--- src/rtl/dpad_conditioner.sv ---
// D-pad conditioner: 2-flop sync, per-bit debounce, press/repeat pulses.
// Ports: clk, reset (async high), btn_raw in; btn_level, btn_pulse, move_onehot out.
module dpad_conditioner #(
  parameter int N_BTN           = 4,
  parameter int DEBOUNCE_CYCLES = 251000,
  parameter int REPEAT_CYCLES   = 0,
  parameter bit ACTIVE_LOW      = 1'b0
) (
  input  logic             clk,
  input  logic             reset,
  input  logic [N_BTN-1:0] btn_raw,
  output logic [N_BTN-1:0] btn_level,
  output logic [N_BTN-1:0] btn_pulse,
  output logic [N_BTN-1:0] move_onehot
);

  localparam int CW = $clog2(DEBOUNCE_CYCLES + 1);
  localparam int RW = (REPEAT_CYCLES > 1) ? $clog2(REPEAT_CYCLES) : 1;
  localparam logic [CW-1:0] DB_LAST = CW'(DEBOUNCE_CYCLES - 1);
  localparam logic [RW-1:0] RP_LAST =
    RW'((REPEAT_CYCLES > 0) ? REPEAT_CYCLES - 1 : 0);
  // Sync flops reset to the idle raw value so s[] starts at 0.
  localparam logic [N_BTN-1:0] POL = {N_BTN{ACTIVE_LOW}};

  typedef enum logic {
    RELEASED = 1'b0,
    PRESSED  = 1'b1
  } state_e;

  logic [N_BTN-1:0] sync1_q;
  logic [N_BTN-1:0] sync2_q;
  logic [N_BTN-1:0] s;

  logic [CW-1:0]    db_cnt_q [N_BTN];
  logic [CW-1:0]    db_cnt_d [N_BTN];
  logic [N_BTN-1:0] level_q;
  logic [N_BTN-1:0] level_d;

  state_e           state_q   [N_BTN];
  state_e           state_d   [N_BTN];
  logic [RW-1:0]    rep_cnt_q [N_BTN];
  logic [RW-1:0]    rep_cnt_d [N_BTN];
  logic [N_BTN-1:0] pulse_q;
  logic [N_BTN-1:0] pulse_d;

  assign s = sync2_q ^ POL;

  always_ff @(posedge clk or posedge reset) begin
    if (reset) begin
      sync1_q <= POL;
      sync2_q <= POL;
    end else begin
      sync1_q <= btn_raw;
      sync2_q <= sync1_q;
    end
  end

  // Count consecutive samples that disagree with the held level;
  // the DEBOUNCE_CYCLES-th such sample flips the level.
  always_comb begin
    level_d = level_q;
    for (int i = 0; i < N_BTN; i++) begin
      db_cnt_d[i] = '0;
      if (s[i] != level_q[i]) begin
        if (db_cnt_q[i] == DB_LAST) begin
          level_d[i] = s[i];
        end else begin
          db_cnt_d[i] = db_cnt_q[i] + 1'b1;
        end
      end
    end
  end

  // The FSM looks at level_d so the press pulse lands
  // in the same cycle the registered level rises.
  always_comb begin
    pulse_d = '0;
    for (int i = 0; i < N_BTN; i++) begin
      state_d[i]   = state_q[i];
      rep_cnt_d[i] = rep_cnt_q[i];
      unique case (state_q[i])
        RELEASED: begin
          if (level_d[i]) begin
            state_d[i]   = PRESSED;
            pulse_d[i]   = 1'b1;
            rep_cnt_d[i] = '0;
          end
        end
        PRESSED: begin
          if (!level_d[i]) begin
            state_d[i]   = RELEASED;
            rep_cnt_d[i] = '0;
          end else if (REPEAT_CYCLES > 0) begin
            if (rep_cnt_q[i] == RP_LAST) begin
              pulse_d[i]   = 1'b1;
              rep_cnt_d[i] = '0;
            end else begin
              rep_cnt_d[i] = rep_cnt_q[i] + 1'b1;
            end
          end
        end
      endcase
    end
  end

  always_ff @(posedge clk or posedge reset) begin
    if (reset) begin
      level_q <= '0;
      pulse_q <= '0;
      for (int i = 0; i < N_BTN; i++) begin
        db_cnt_q[i]  <= '0;
        rep_cnt_q[i] <= '0;
        state_q[i]   <= RELEASED;
      end
    end else begin
      level_q <= level_d;
      pulse_q <= pulse_d;
      for (int i = 0; i < N_BTN; i++) begin
        db_cnt_q[i]  <= db_cnt_d[i];
        rep_cnt_q[i] <= rep_cnt_d[i];
        state_q[i]   <= state_d[i];
      end
    end
  end

  // Highest index wins; lower simultaneous pulses are dropped.
  always_comb begin
    move_onehot = '0;
    for (int i = 0; i < N_BTN; i++) begin
      if (pulse_q[i]) begin
        move_onehot    = '0;
        move_onehot[i] = 1'b1;
      end
    end
  end

  assign btn_level = level_q;
  assign btn_pulse = pulse_q;

endmodule

--- config.mk ---
export PLATFORM = sky130hd
export DESIGN_NAME = dpad_conditioner
export DESIGN_NICKNAME = d
export VERILOG_FILES = /design/src/rtl/dpad_conditioner.sv
export SDC_FILE = /design/constraint.sdc
export NUM_CORES = 1
export LEC_CHECK = 0
export ABC_CLOCK_PERIOD_IN_PS = 3300
export BUFFER_PORTS_ARGS = -buffer_cell sky130_fd_sc_hd__buf_4
export CAP_MARGIN = 40
export CELL_PAD_IN_SITES_DETAIL_PLACEMENT = 2
export CELL_PAD_IN_SITES_GLOBAL_PLACEMENT = 2
export CORE_MARGIN = 10
export CORE_UTILIZATION = 41
export DETAILED_ROUTE_END_ITERATION = 16
export PLACE_DENSITY = 0.83
export SYNTH_ARGS = -nofsm -noshare
export SYNTH_HDL_FRONTEND = slang
export SYNTH_SLANG_ARGS = --single-unit
--- constraint.sdc ---
create_clock -name clk -period 3.3 [get_ports clk]
set_input_delay 0.66 -clock clk [delete_from_list [all_inputs] [get_ports clk]]
set_output_delay 0.66 -clock clk [all_outputs]
set_load 0.03 [all_outputs]
# Word level (Yosys, flattened, before mapping)
# Index checks and enable logic that the tools add are counted.
[word_totals]
regBits = 92
in_bits = 6
out_inout_bits = 12
wordCells = 52
[classes]
add_sub_neg = 4
eq_ne = 8
muxes = 28
[op_table]
columns = ["op", "count"]
rows = [
  ["$mux W18", 8],
  ["$add A18 B1 Y18 const B", 4],
  ["$eq A18 B18 Y1 const B", 4],
  ["$mux W1", 17],
  ["$mux W4", 2],
  ["$ne A1 B1 Y1", 4],
  ["$mux W2", 1],
]

# Depth between registers and ports, before layout
# Gate-level depths: netlist (run 1).
[depth]
ltp_word = 5
depth_mapped = 7
mapped_depth_nobuf = 5

# Least setup slack after synthesis (run 1)
# No wires, ideal clock.
[synth_timing]
path_kind = "register to output"
from = "register pulse_q[2], in the netlist btn_pulse[2]"
to = "output port move_onehot[0]"
t_arrival_ns = 1.614
required_time_ns = 2.640
slack_ns = 1.026
stages_incl_launch_ff = 2
path_buffers = 0
cell_sequence = "dfrtp_1 nor4b_1"
[synth_between]
elab_chain_cells = 2
[synth_lines]
columns = ["item", "line", "text"]
rows = [
  ["start, declared", "43", "logic [N_BTN-1:0] pulse_q;"],
  ["start signal, assigned", "117", "pulse_q <= pulse_d;"],
  ["$mux W4 (2 in series)", "130", "if (pulse_q[i]) begin"],
  ["end, declared", "14", "output logic [N_BTN-1:0] move_onehot"],
]
# Every way passes these cells.

==> results of run 1 <==
## Yosys cell counts (all sizes together), types with 2 or more instances
library cell	count	share of area
a21oi	5	0.0059
a31o	2	0.0041
and3	10	0.015
and4	4	0.0086
buf	7	0.0089
clkbuf	4	0.0036
dfrtp	88	0.52
ha	4	0.012
inv	12	0.011
mux2	4	0.012
nand2	15	0.013
nand3	30	0.037
nand4	25	0.037
nor2	74	0.066
nor3	10	0.012
nor3b	6	0.011
nor4	21	0.035
nor4b	4	0.015
o31ai	2	0.0036
o41ai	3	0.015
or4	5	0.011
xnor2	43	0.089
xor2	20	0.041
## logic make-up after synthesis
family,share of synthesized area
muxes,0.0139
buffers and inverters,0.0231
xor gates and xnor gates,0.131
AOI/OAI and AO/OA,0.0311
adders and majority gates,0.0118
and+or+nand+nor,0.268
DFF,0.521
## cell type report
| class | count | area share |
|---|---|---|
| flip-flops and latches | 88 | 0.467 |
| inverters | 12 | 0.00982 |
| clock buffers | 11 | 0.0300 |
| well taps | 133 | 0.0353 |
| repair buffers | 20 | 0.0327 |
| clock inverters | 5 | 0.0167 |
| multi-input cells | 293 | 0.408 |
## metal layers
metal  GRT usage  vias up  wire length, um
met1       0.201     1601             5070
met3      0.0293       14              320
met5           0        -                0
met4      0.0596        0              156
li1            -     1461                -
met2       0.272       36             5600
## critical path, stage by stage (launching register included)
cell	delay [ns]
dfrtp_1	0.40
ha_1	0.26
nor4b_4	0.24
nand3_2	0.14
o41ai_4	0.89
nor2_1	0.16
## final timing paths
path                                        from                     end  slack, ns  cells past startpoint
setup / recovery           db_cnt_q[0]$_DFF_PP0_   db_cnt_q[9]$_DFF_PP0_       1.04                      5
hold / removal                             reset    sync1_q[1]$_DFF_PP0_       0.34                      2
setup reg to reg           db_cnt_q[0]$_DFF_PP0_   db_cnt_q[9]$_DFF_PP0_       1.04                      5
hold reg to reg             sync1_q[3]$_DFF_PP0_          s[3]$_DFF_PP0_       0.36                      0
max in group asynchronous                  reset  db_cnt_q[32]$_DFF_PP0_       2.16                      3
min in group clk            sync1_q[3]$_DFF_PP0_          s[3]$_DFF_PP0_       0.36                      0
## flip-flops by register name (all words and copies together), names as in the netlist
| register | flops |
|---|---|
| btn_level | 4 |
| btn_pulse | 4 |
| sync1_q | 4 |
| s | 4 |
| db_cnt_q | 72 |
## metrics by stage
stage	worst slack (ns)	instance area, sq um	power, mW	utilization	hold slack, ns
6_report	1.04	4710	2.03	0.476	0.337
5_1_grt	0.847	4710	2.11	0.476	0.368
4_1_cts	1.04	4710	2.06	0.476	0.349
3_5_place_dp	1.05	4490	1.21	0.453	0.339
3_3_place_gp	1.19	4480	1.20	0.452	0.333
2_1_floorplan	0.361	4220	1.18	-	0.331
## power groups by stage
stage | logic [mW] | clock network, mW | registers [mW]
2_1_floorplan | 0.0546 | 0 | 1.13
3_3_place_gp | 0.0719 | 0 | 1.13
3_5_place_dp | 0.0777 | 0 | 1.13
4_1_cts | 0.0780 | 0.866 | 1.11
5_1_grt | 0.0869 | 0.911 | 1.12
6_report | 0.0750 | 0.847 | 1.11
==> out/qor.csv, run 1 <==
stage,metric,value,unit
synthesis,Main synth FF type,dfrtp_1,
synthesis,post-synthesis net count,414,
place,dpl cells,546,
finish,area delta synth->final,11.6,%
critical_path,crit path DAT,2.46,ns
hold_path,worst hold path class,primary input to async pin,
clocking,CTS tree,built,
synthesis,"Cell Area, Synth",4220,sq um
critical_path,critical path class,flop to flop,
finish,share of cells above drive strength 1,0.121,
pwr,Cell Pwr Density,432,nW/um^2
routing,WL final,11100,um
synthesis,#FFs+latches synth,88,
finish,NumNets Final,434,
sta,post-route clock period utilization,0.684,
synthesis,sequential-to-total area share from yosys stat,0.521,
finish,fin cells,562,
sta,slew margin rel.,0.393,
sta,Max Slew Vio Count,0,
clocking,clk root buf,clkbuf_8,
critical_path,Crit path required time,3.51,ns
critical_path,worst-path maximum fanout,16,
place,gpl congestion,0.778,
finish,most frequent cells in the layout,"dfrtp_1, nor2_1, xnor2_1, nand3_1, nand4_1",
sta,final setup fails,0,
global_routing,initial antenna violation count,0,
run,max-capacitance violation count,0,
critical_path,CP endpoint kind,flop,
die,Placeable Area,9910,sq um
sta,min Tclk post-route,2.26,ns
synthesis,Yosys cell types,39,
synthesis,ys async rst share,1.00,
pwr,Clk pwr share,0.416,
pwr,leakage,1.95,nW
finish,multi-input combinational cell area,1920,sq um
sta,setup TNS,0,ns
place,hpwl dp,7510,um
critical_path,Setup crit start kind,flop,
sta,"Hold Vio Cnt, Final",0,
place,IO buf count,17,
die,cell row count,36,
clocking,clk_lat worst skew,0.37,ns
finish,FILL cells,1036,
clocking,Post-CTS Setup Inserts,0,
pwr,switching share of power,0.230,
clocking,hold_buf cts,0,
routing,DR vias,3112,
finish,register area,2200,sq um
synthesis,Post-synth EDFFs,0,
synthesis,Ys Warns,0,
global_routing,"Remaining Overflow, GRT",0,
routing,drt pass-1 iters,4,
clocking,Num CTS Buffers,9,
global_routing,first-pass GRT wire length,19100,um
pwr,Net Sw Power,0.467,mW
global_routing,number of global-route vias before repair,3528,
sta,RSZ-0062 raised after global routing,false,
run_status,status,completed,
synthesis,Post-Syn Instances,404,
clocking,Post-CTS Resized,0,
sta,Clock Skew,0.0130,ns
routing,Iter 0 DRT Violations,126,
global_routing,largest net degree at the start of global routing,34,
finish,n_diodes,0,
routing,WL per Instance,19.8,um
synthesis,Mapped Avg Cell Area,10.5,sq um
clocking,CTS Buffer Depth,2,
pwr,Internal,1.57,mW
finish,"commonest non-fill, non-tap cell in the layout",dfrtp_1,
sta,worst-margin pin slew,0.907,ns
pwr,Comb power frac,0.037,
pwr,Seq pwr share,0.547,
pwr,Peak VDD IR,253,uV
die,Die Height,122,um
die,io pins,18,
clocking,H-tree depth,3,
routing,# DRC,0,
routing,Avg Vias per Cell,5.54,
clocking,Num Clock Sinks,88,
die,Die W,122,um
global_routing,GRT Util Overall,0.161,
sta,FMAX,0.443,GHz
die,Initial Util,0.426,
routing,Antenna Nets Post-Route,0,
clocking,clock slew at reported path FFs,0.09,ns
die,Die ar.,14800,sq um
(Power assumes the default switching activity.)
==> inputs of run 2 (changes only) <==
ABC_CLOCK_PERIOD_IN_PS = 2000   (was 3300)
CORE_UTILIZATION = 37   (was 41)
PLACE_DENSITY = 0.79   (was 0.83)
clock period = 2 ns   (was 3.3 ns; I/O delays follow)
==> run 2 against run 1 <==
  * Non-clock buffer count grew 20
  * Cell count grew 4.8%
  * Maximum frequency rose by 18%
  * Critical path depth decreased by 1
  * First-iteration DRC count is 9.5% lower
  * Clock skew shrank 0.0048 ns
  * Sequential share of layout area decreased by 2.6 points
  * Combinational power rose by 91%
  * Clock power grew 100%
  * Sequential cell count stayed put
  * Largest cell class unchanged
==> out/qor.csv, run 2 (synthesis gave the netlist of run 1 again) <==
stage,metric,value,unit,change
run_status,status,completed,,
clocking,Post-CTS Resized,0,,unchanged
pwr,leakage,2.08,nW,+6.8%
finish,n_diodes,0,,unchanged
place,hpwl dp,7800,um,+3.8%
place,dpl cells,573,,+4.9%
finish,Largest register FFs,72,,unchanged
hold_path,worst hold path class,primary input to async pin,,
die,Die W,127,um,+4.4%
global_routing,GRT Util Overall,0.144,,-0.0175
routing,drt pass-1 iters,4,,unchanged
critical_path,CP endpoint kind,flop,,
routing,Iter 0 DRT Violations,114,,-9.5%
critical_path,CP peak stage delay,0.55,ns,-0.34 ns
sta,worst-margin pin slew,0.428,ns,-0.479 ns
clocking,clock slew at reported path FFs,0.06,ns,-0.03 ns
global_routing,largest net degree at the start of global routing,31,,-8.8%
finish,FILL cells,1153,,+11%
critical_path,critical path class,flop to flop,,
clocking,Num CTS Buffers,9,,unchanged
die,io pins,18,,unchanged
sta,"Hold Vio Cnt, Final",0,,unchanged
global_routing,first-pass GRT wire length,19000,um,-0.58%
finish,area delta synth->final,18.1,%,
finish,"Most flops, register",db_cnt_q,,
finish,most frequent cells in the layout,"dfrtp_1, nor2_1, xnor2_1, buf_4, nand3_1",,
clocking,clk_lat worst skew,0.34,ns,-0.03 ns
clocking,clk root buf,clkbuf_16,,
global_routing,initial antenna violation count,0,,unchanged
sta,RSZ-0062 raised after global routing,true,,
critical_path,crit path DAT,2.13,ns,-0.33 ns
place,IO buf count,17,,unchanged
die,Placeable Area,11000,sq um,+11%
critical_path,Worst Path Buf+Inv,0,,unchanged
clocking,H-tree depth,3,,unchanged
sta,Max Slew Vio Count,0,,unchanged
routing,WL final,11000,um,-0.93%
pwr,Overall Power,3.69,mW,+81%
die,cell row count,38,,+5.6%
sta,FMAX,0.524,GHz,+18%
global_routing,"Remaining Overflow, GRT",0,,unchanged
run,max-capacitance violation count,0,,unchanged
critical_path,Worst path slowest cell,or4_4,,
finish,NumNets Final,454,,+4.6%
clocking,CTS Buffer Depth,2,,unchanged
critical_path,critical-path cell list,nor4_2 -> nand2_1 -> or4_4 -> mux2_1,,
clocking,CTS tree,built,,
die,Die Height,127,um,+4.4%
sta,Clock Skew,0.00818,ns,-0.00479 ns
pwr,Cell Pwr Density,740,nW/um^2,+71%
critical_path,Crit path required time,2.22,ns,-1.29 ns
die,Die ar.,16100,sq um,+9.0%
critical_path,worst-path maximum fanout,6,,-10
sta,slew margin rel.,0.711,,+0.317
die,Initial Util,0.383,,-0.0433
clocking,hold_buf cts,0,,unchanged
sta,post-route clock period utilization,0.954,,+0.270
routing,DR vias,3191,,+2.5%
pwr,Peak VDD IR,396,uV,+56%
routing,WL per Instance,18.7,um,-5.5%
global_routing,number of global-route vias before repair,3607,,+2.2%
sta,min Tclk post-route,1.91,ns,-0.350 ns
clocking,Post-CTS Setup Inserts,0,,unchanged
finish,"commonest non-fill, non-tap cell in the layout",dfrtp_1,,
routing,Antenna Nets Post-Route,0,,unchanged
finish,fin cells,589,,+4.8%
place,gpl congestion,0.793,,+1.9%
finish,"Core Util, Final",0.452,,-0.0233
sta,final setup fails,0,,unchanged
routing,# DRC,0,,unchanged
finish,share of cells above drive strength 1,0.167,,+0.0458
clocking,Num Clock Sinks,88,,unchanged
critical_path,Setup crit start kind,flop,,
critical_path,Crit path max-delay family,simple AND/OR/NAND/NOR gates,,
routing,Avg Vias per Cell,5.42,,-2.2%
[run 2: cell types whose count changed in the layout (fill, tap and decap cells not counted), sizes merged]
cell	previous run	this run
bufinv	2	1
clkinvlp	0	2
inv	12	11
buf	20	40
[run 2: per-layer routing]
layer  vias up  track usage  part of all wire
met4         0       0.0522             0.013
met1      1656        0.178              0.45
met5         -            0                 0
li1       1504            -                 -
met2        21        0.244              0.51
met3        10       0.0262             0.019
[run 2: worst paths after layout]
kind                                              from                      to  slack, ns  depth (start not counted)
worst min-delay path                             reset    sync1_q[0]$_DFF_PP0_       0.06                          2
max in group asynchronous                        reset  db_cnt_q[53]$_DFF_PP0_       1.39                          3
worst max-delay path            db_cnt_q[21]$_DFF_PP0_  btn_level[2]$_DFF_PP0_       0.09                          4
worst min register to register    sync1_q[3]$_DFF_PP0_          s[3]$_DFF_PP0_       0.35                          0
worst max register to register  db_cnt_q[21]$_DFF_PP0_  btn_level[2]$_DFF_PP0_       0.09                          4
min in group clk                            btn_raw[0]    sync1_q[0]$_DFF_PP0_       0.16                          1
[run 2: metrics by stage]
step	setup TNS [ns]	instance area [sq um]	setup slack (ns)	hold WS [ns]
floorplan	0	4230	0.0911	0.331
global placement	0	4680	0.118	0.334
detailed placement	0	4680	0.0302	0.338
CTS	0	4980	0.0258	0.0666
global route	-0.0296	4990	-0.0296	0.0760
finish	0	4990	0.0923	0.0641
[run 2: report_power, final]
group          total [mW]  switching, mW  internal, mW
logic               0.143         0.0865        0.0563
registers            1.84         0.0319          1.81
clock network        1.71          0.708          1.00
[run 2: area by class of cell]
| type | instances | area (sq um) | area share |
|---|---|---|---|
| multi-input cells | 293 | 1940 | 0.389 |
| well taps | 140 | 175 | 0.0351 |
| flip-flops and latches | 88 | 2200 | 0.441 |
| inverters | 12 | 48.8 | 0.00978 |
| clock inverters | 5 | 56.3 | 0.0113 |
| clock buffers | 11 | 243 | 0.0486 |
| repair buffers | 40 | 325 | 0.0652 |
==> inputs of run 3 (changes only) <==
SETUP_SLACK_MARGIN = 0.5   (was unset)
==> run 3 against run 2 <==
  * Global-route usage up 4.7 points
  * Maximum frequency about the same
  * First-iteration DRC count up 68%
  * Critical endpoint is now db_cnt_q[11]$_DFF_PP0_
  * Largest cell class is now multi-input gates
==> out/qor.csv, run 3 (synthesis gave the netlist of run 1 again) <==
stage,metric,value,unit,change
run_status,status,completed,,
routing,# DRC,0,,unchanged
die,Initial Util,0.383,,unchanged
die,Die W,127,um,unchanged
routing,drt pass-1 iters,4,,unchanged
die,cell row count,38,,unchanged
sta,Max Slew Vio Count,0,,unchanged
pwr,Peak VDD IR,839,uV,+110%
sta,FMAX,0.524,GHz,about the same
critical_path,register-to-register setup slack,0.09,ns,about the same
die,Die ar.,16100,sq um,unchanged
finish,NumNets Final,519,,+14%
clocking,clk_lat worst skew,0.36,ns,+0.02 ns
place,IO buf count,17,,unchanged
routing,Iter 0 DRT Violations,191,,+68%
die,Placeable Area,11000,sq um,unchanged
finish,n_diodes,0,,unchanged
finish,FILL cells,996,,-14%
die,io pins,18,,unchanged
critical_path,crit path DAT,2.15,ns,+0.02 ns
global_routing,largest net degree at the start of global routing,30,,-3.2%
sta,min Tclk post-route,1.91,ns,+0.00184 ns
finish,area delta synth->final,53.9,%,
critical_path,Worst path slowest cell,dfrtp_1,,
routing,Avg Vias per Cell,5.86,,+8.2%
sta,Final WS setup,0.0904,ns,-0.00184 ns
critical_path,critical-path cell list,ha_4 -> nor4b_4 -> nand3_2 -> buf_6 -> o41ai_4 -> buf_4 -> buf_12 -> nor2_2,,
routing,WL per Instance,29.8,um,+59%
routing,DR vias,3835,,+20%
clocking,clk root buf,clkbuf_16,,
finish,most frequent cells in the layout,"buf_4, dfrtp_1, xnor2_1, nor2_2, nor2_4",,
sta,worst-margin pin slew,0.904,ns,+0.476 ns
clocking,CTS Buffer Depth,2,,unchanged
critical_path,Worst Path Buf+Inv,3,,+3
critical_path,worst-path maximum fanout,6,,unchanged
clocking,Num CTS Buffers,9,,unchanged
routing,WL final,19500,um,+77%
clocking,Num Clock Sinks,88,,unchanged
sta,RSZ-0062 raised after global routing,true,,
critical_path,Crit path required time,2.24,ns,+0.02 ns
critical_path,Setup crit start kind,flop,,
finish,Largest register FFs,72,,unchanged
sta,"Hold Vio Cnt, Final",0,,unchanged
critical_path,critical path class,flop to flop,,
global_routing,initial antenna violation count,0,,unchanged
global_routing,first-pass GRT wire length,24400,um,+29%
pwr,Cell Pwr Density,654,nW/um^2,-12%
place,hpwl dp,8200,um,+5.2%
finish,share of cells above drive strength 1,0.558,,+0.391
place,DP Worst Slack,0.101,ns,+0.0711 ns
routing,Antenna Nets Post-Route,0,,unchanged
clocking,clock slew at reported path FFs,0.07,ns,about the same
clocking,hold_buf cts,0,,unchanged
critical_path,CP peak stage delay,0.41,ns,-0.14 ns
sta,final setup fails,0,,unchanged
run,max-capacitance violation count,0,,unchanged
sta,Clock Skew,0.00909,ns,+0.000907 ns
finish,final instance area,6500,sq um,+30%
global_routing,number of global-route vias before repair,4218,,+17%
pwr,leakage,2.53,nW,+22%
critical_path,Crit path max-delay family,buffers and inverters,,
finish,"Most flops, register",db_cnt_q,,
die,Die Height,127,um,unchanged
sta,post-route clock period utilization,0.955,,about the same
clocking,H-tree depth,3,,unchanged
finish,"Core Util, Final",0.589,,+0.137
critical_path,reg2reg path depth,8,,+4
hold_path,worst hold path class,primary input to async pin,,
critical_path,FF-to-FF Start,db_cnt_q[0]$_DFF_PP0_,,
clocking,CTS tree,built,,
finish,"commonest non-fill, non-tap cell in the layout",buf_4,,
global_routing,"Remaining Overflow, GRT",0,,unchanged
global_routing,GRT Util Overall,0.191,,+0.0472
critical_path,CP endpoint kind,flop,,
sta,slew margin rel.,0.393,,-0.318
critical_path,r2r endpoint,db_cnt_q[11]$_DFF_PP0_,,
place,placed inst area,4690,sq um,+0.19%
place,gpl congestion,0.777,,-1.9%
-- run 3: final cells by class --
class / instances / area [sq um] / area share
inverters: 12 / 48.8 / 0.00751
repair buffers: 102 / 933 / 0.144
well taps: 140 / 175 / 0.0269
flip-flops and latches: 88 / 2240 / 0.344
clock buffers: 11 / 233 / 0.0358
multi-input cells: 296 / 2750 / 0.422
clock inverters: 5 / 129 / 0.0198
-- run 3: what timing repair did --
item | CTS | global route
setup endpoints to repair | 84 | 85
pin swaps | 37 | 41
gates resized for setup | 109 | 124
buffers inserted | 45 | 19
cloned | 5 | 2
endpoints found under the hold margin | 0 | 0
-- run 3: metrics by stage --
step	TNS, ns	power, mW	std cells	hold WS [ns]
2_1_floorplan	0	1.96	404	0.331
3_3_place_gp	0	2.01	567	0.332
3_5_place_dp	0	2.02	567	0.348
4_1_cts	0	4.18	633	0.0703
5_1_grt	-0.102	4.38	654	0.0819
6_report	0	4.25	654	0.0729
-- run 3: worst max path at each step --
stage,cells after the start,start,slack [ns],end
final,8,db_cnt_q[0]$_DFF_PP0_,0.09,db_cnt_q[11]$_DFF_PP0_
after global routing,8,db_cnt_q[0]$_DFF_PP0_,-0.02,db_cnt_q[5]$_DFF_PP0_
after CTS,2,btn_pulse[3]$_DFF_PP0_,0.23,move_onehot[0]
after detailed placement,5,db_cnt_q[0]$_DFF_PP0_,0.10,btn_level[3]$_DFF_PP0_
after global placement,5,db_cnt_q[0]$_DFF_PP0_,0.15,btn_level[3]$_DFF_PP0_
after floorplan,5,db_cnt_q[0]$_DFF_PP0_,0.20,btn_level[3]$_DFF_PP0_
-- run 3: power breakdown --
group / switching [mW] / internal (mW) / leakage, nW / total, mW
combinational: 0.157 / 0.121 / 1.20 / 0.278
clock: 0.773 / 1.35 / 0.174 / 2.12
sequential: 0.0403 / 1.81 / 1.16 / 1.85
total: 0.970 / 3.28 / 2.53 / 4.25
-- run 3: routing by layer --
| layer | wire length [um] | vias to the layer above | GRT usage |
|---|---|---|---|
| met2 | 10500 | 84 | 0.342 |
| met4 | 676 | 0 | 0.0516 |
| li1 | - | 1658 | - |
| met1 | 7670 | 2039 | 0.220 |
| met3 | 640 | 54 | 0.0483 |
| met5 | 0 | - | 0 |
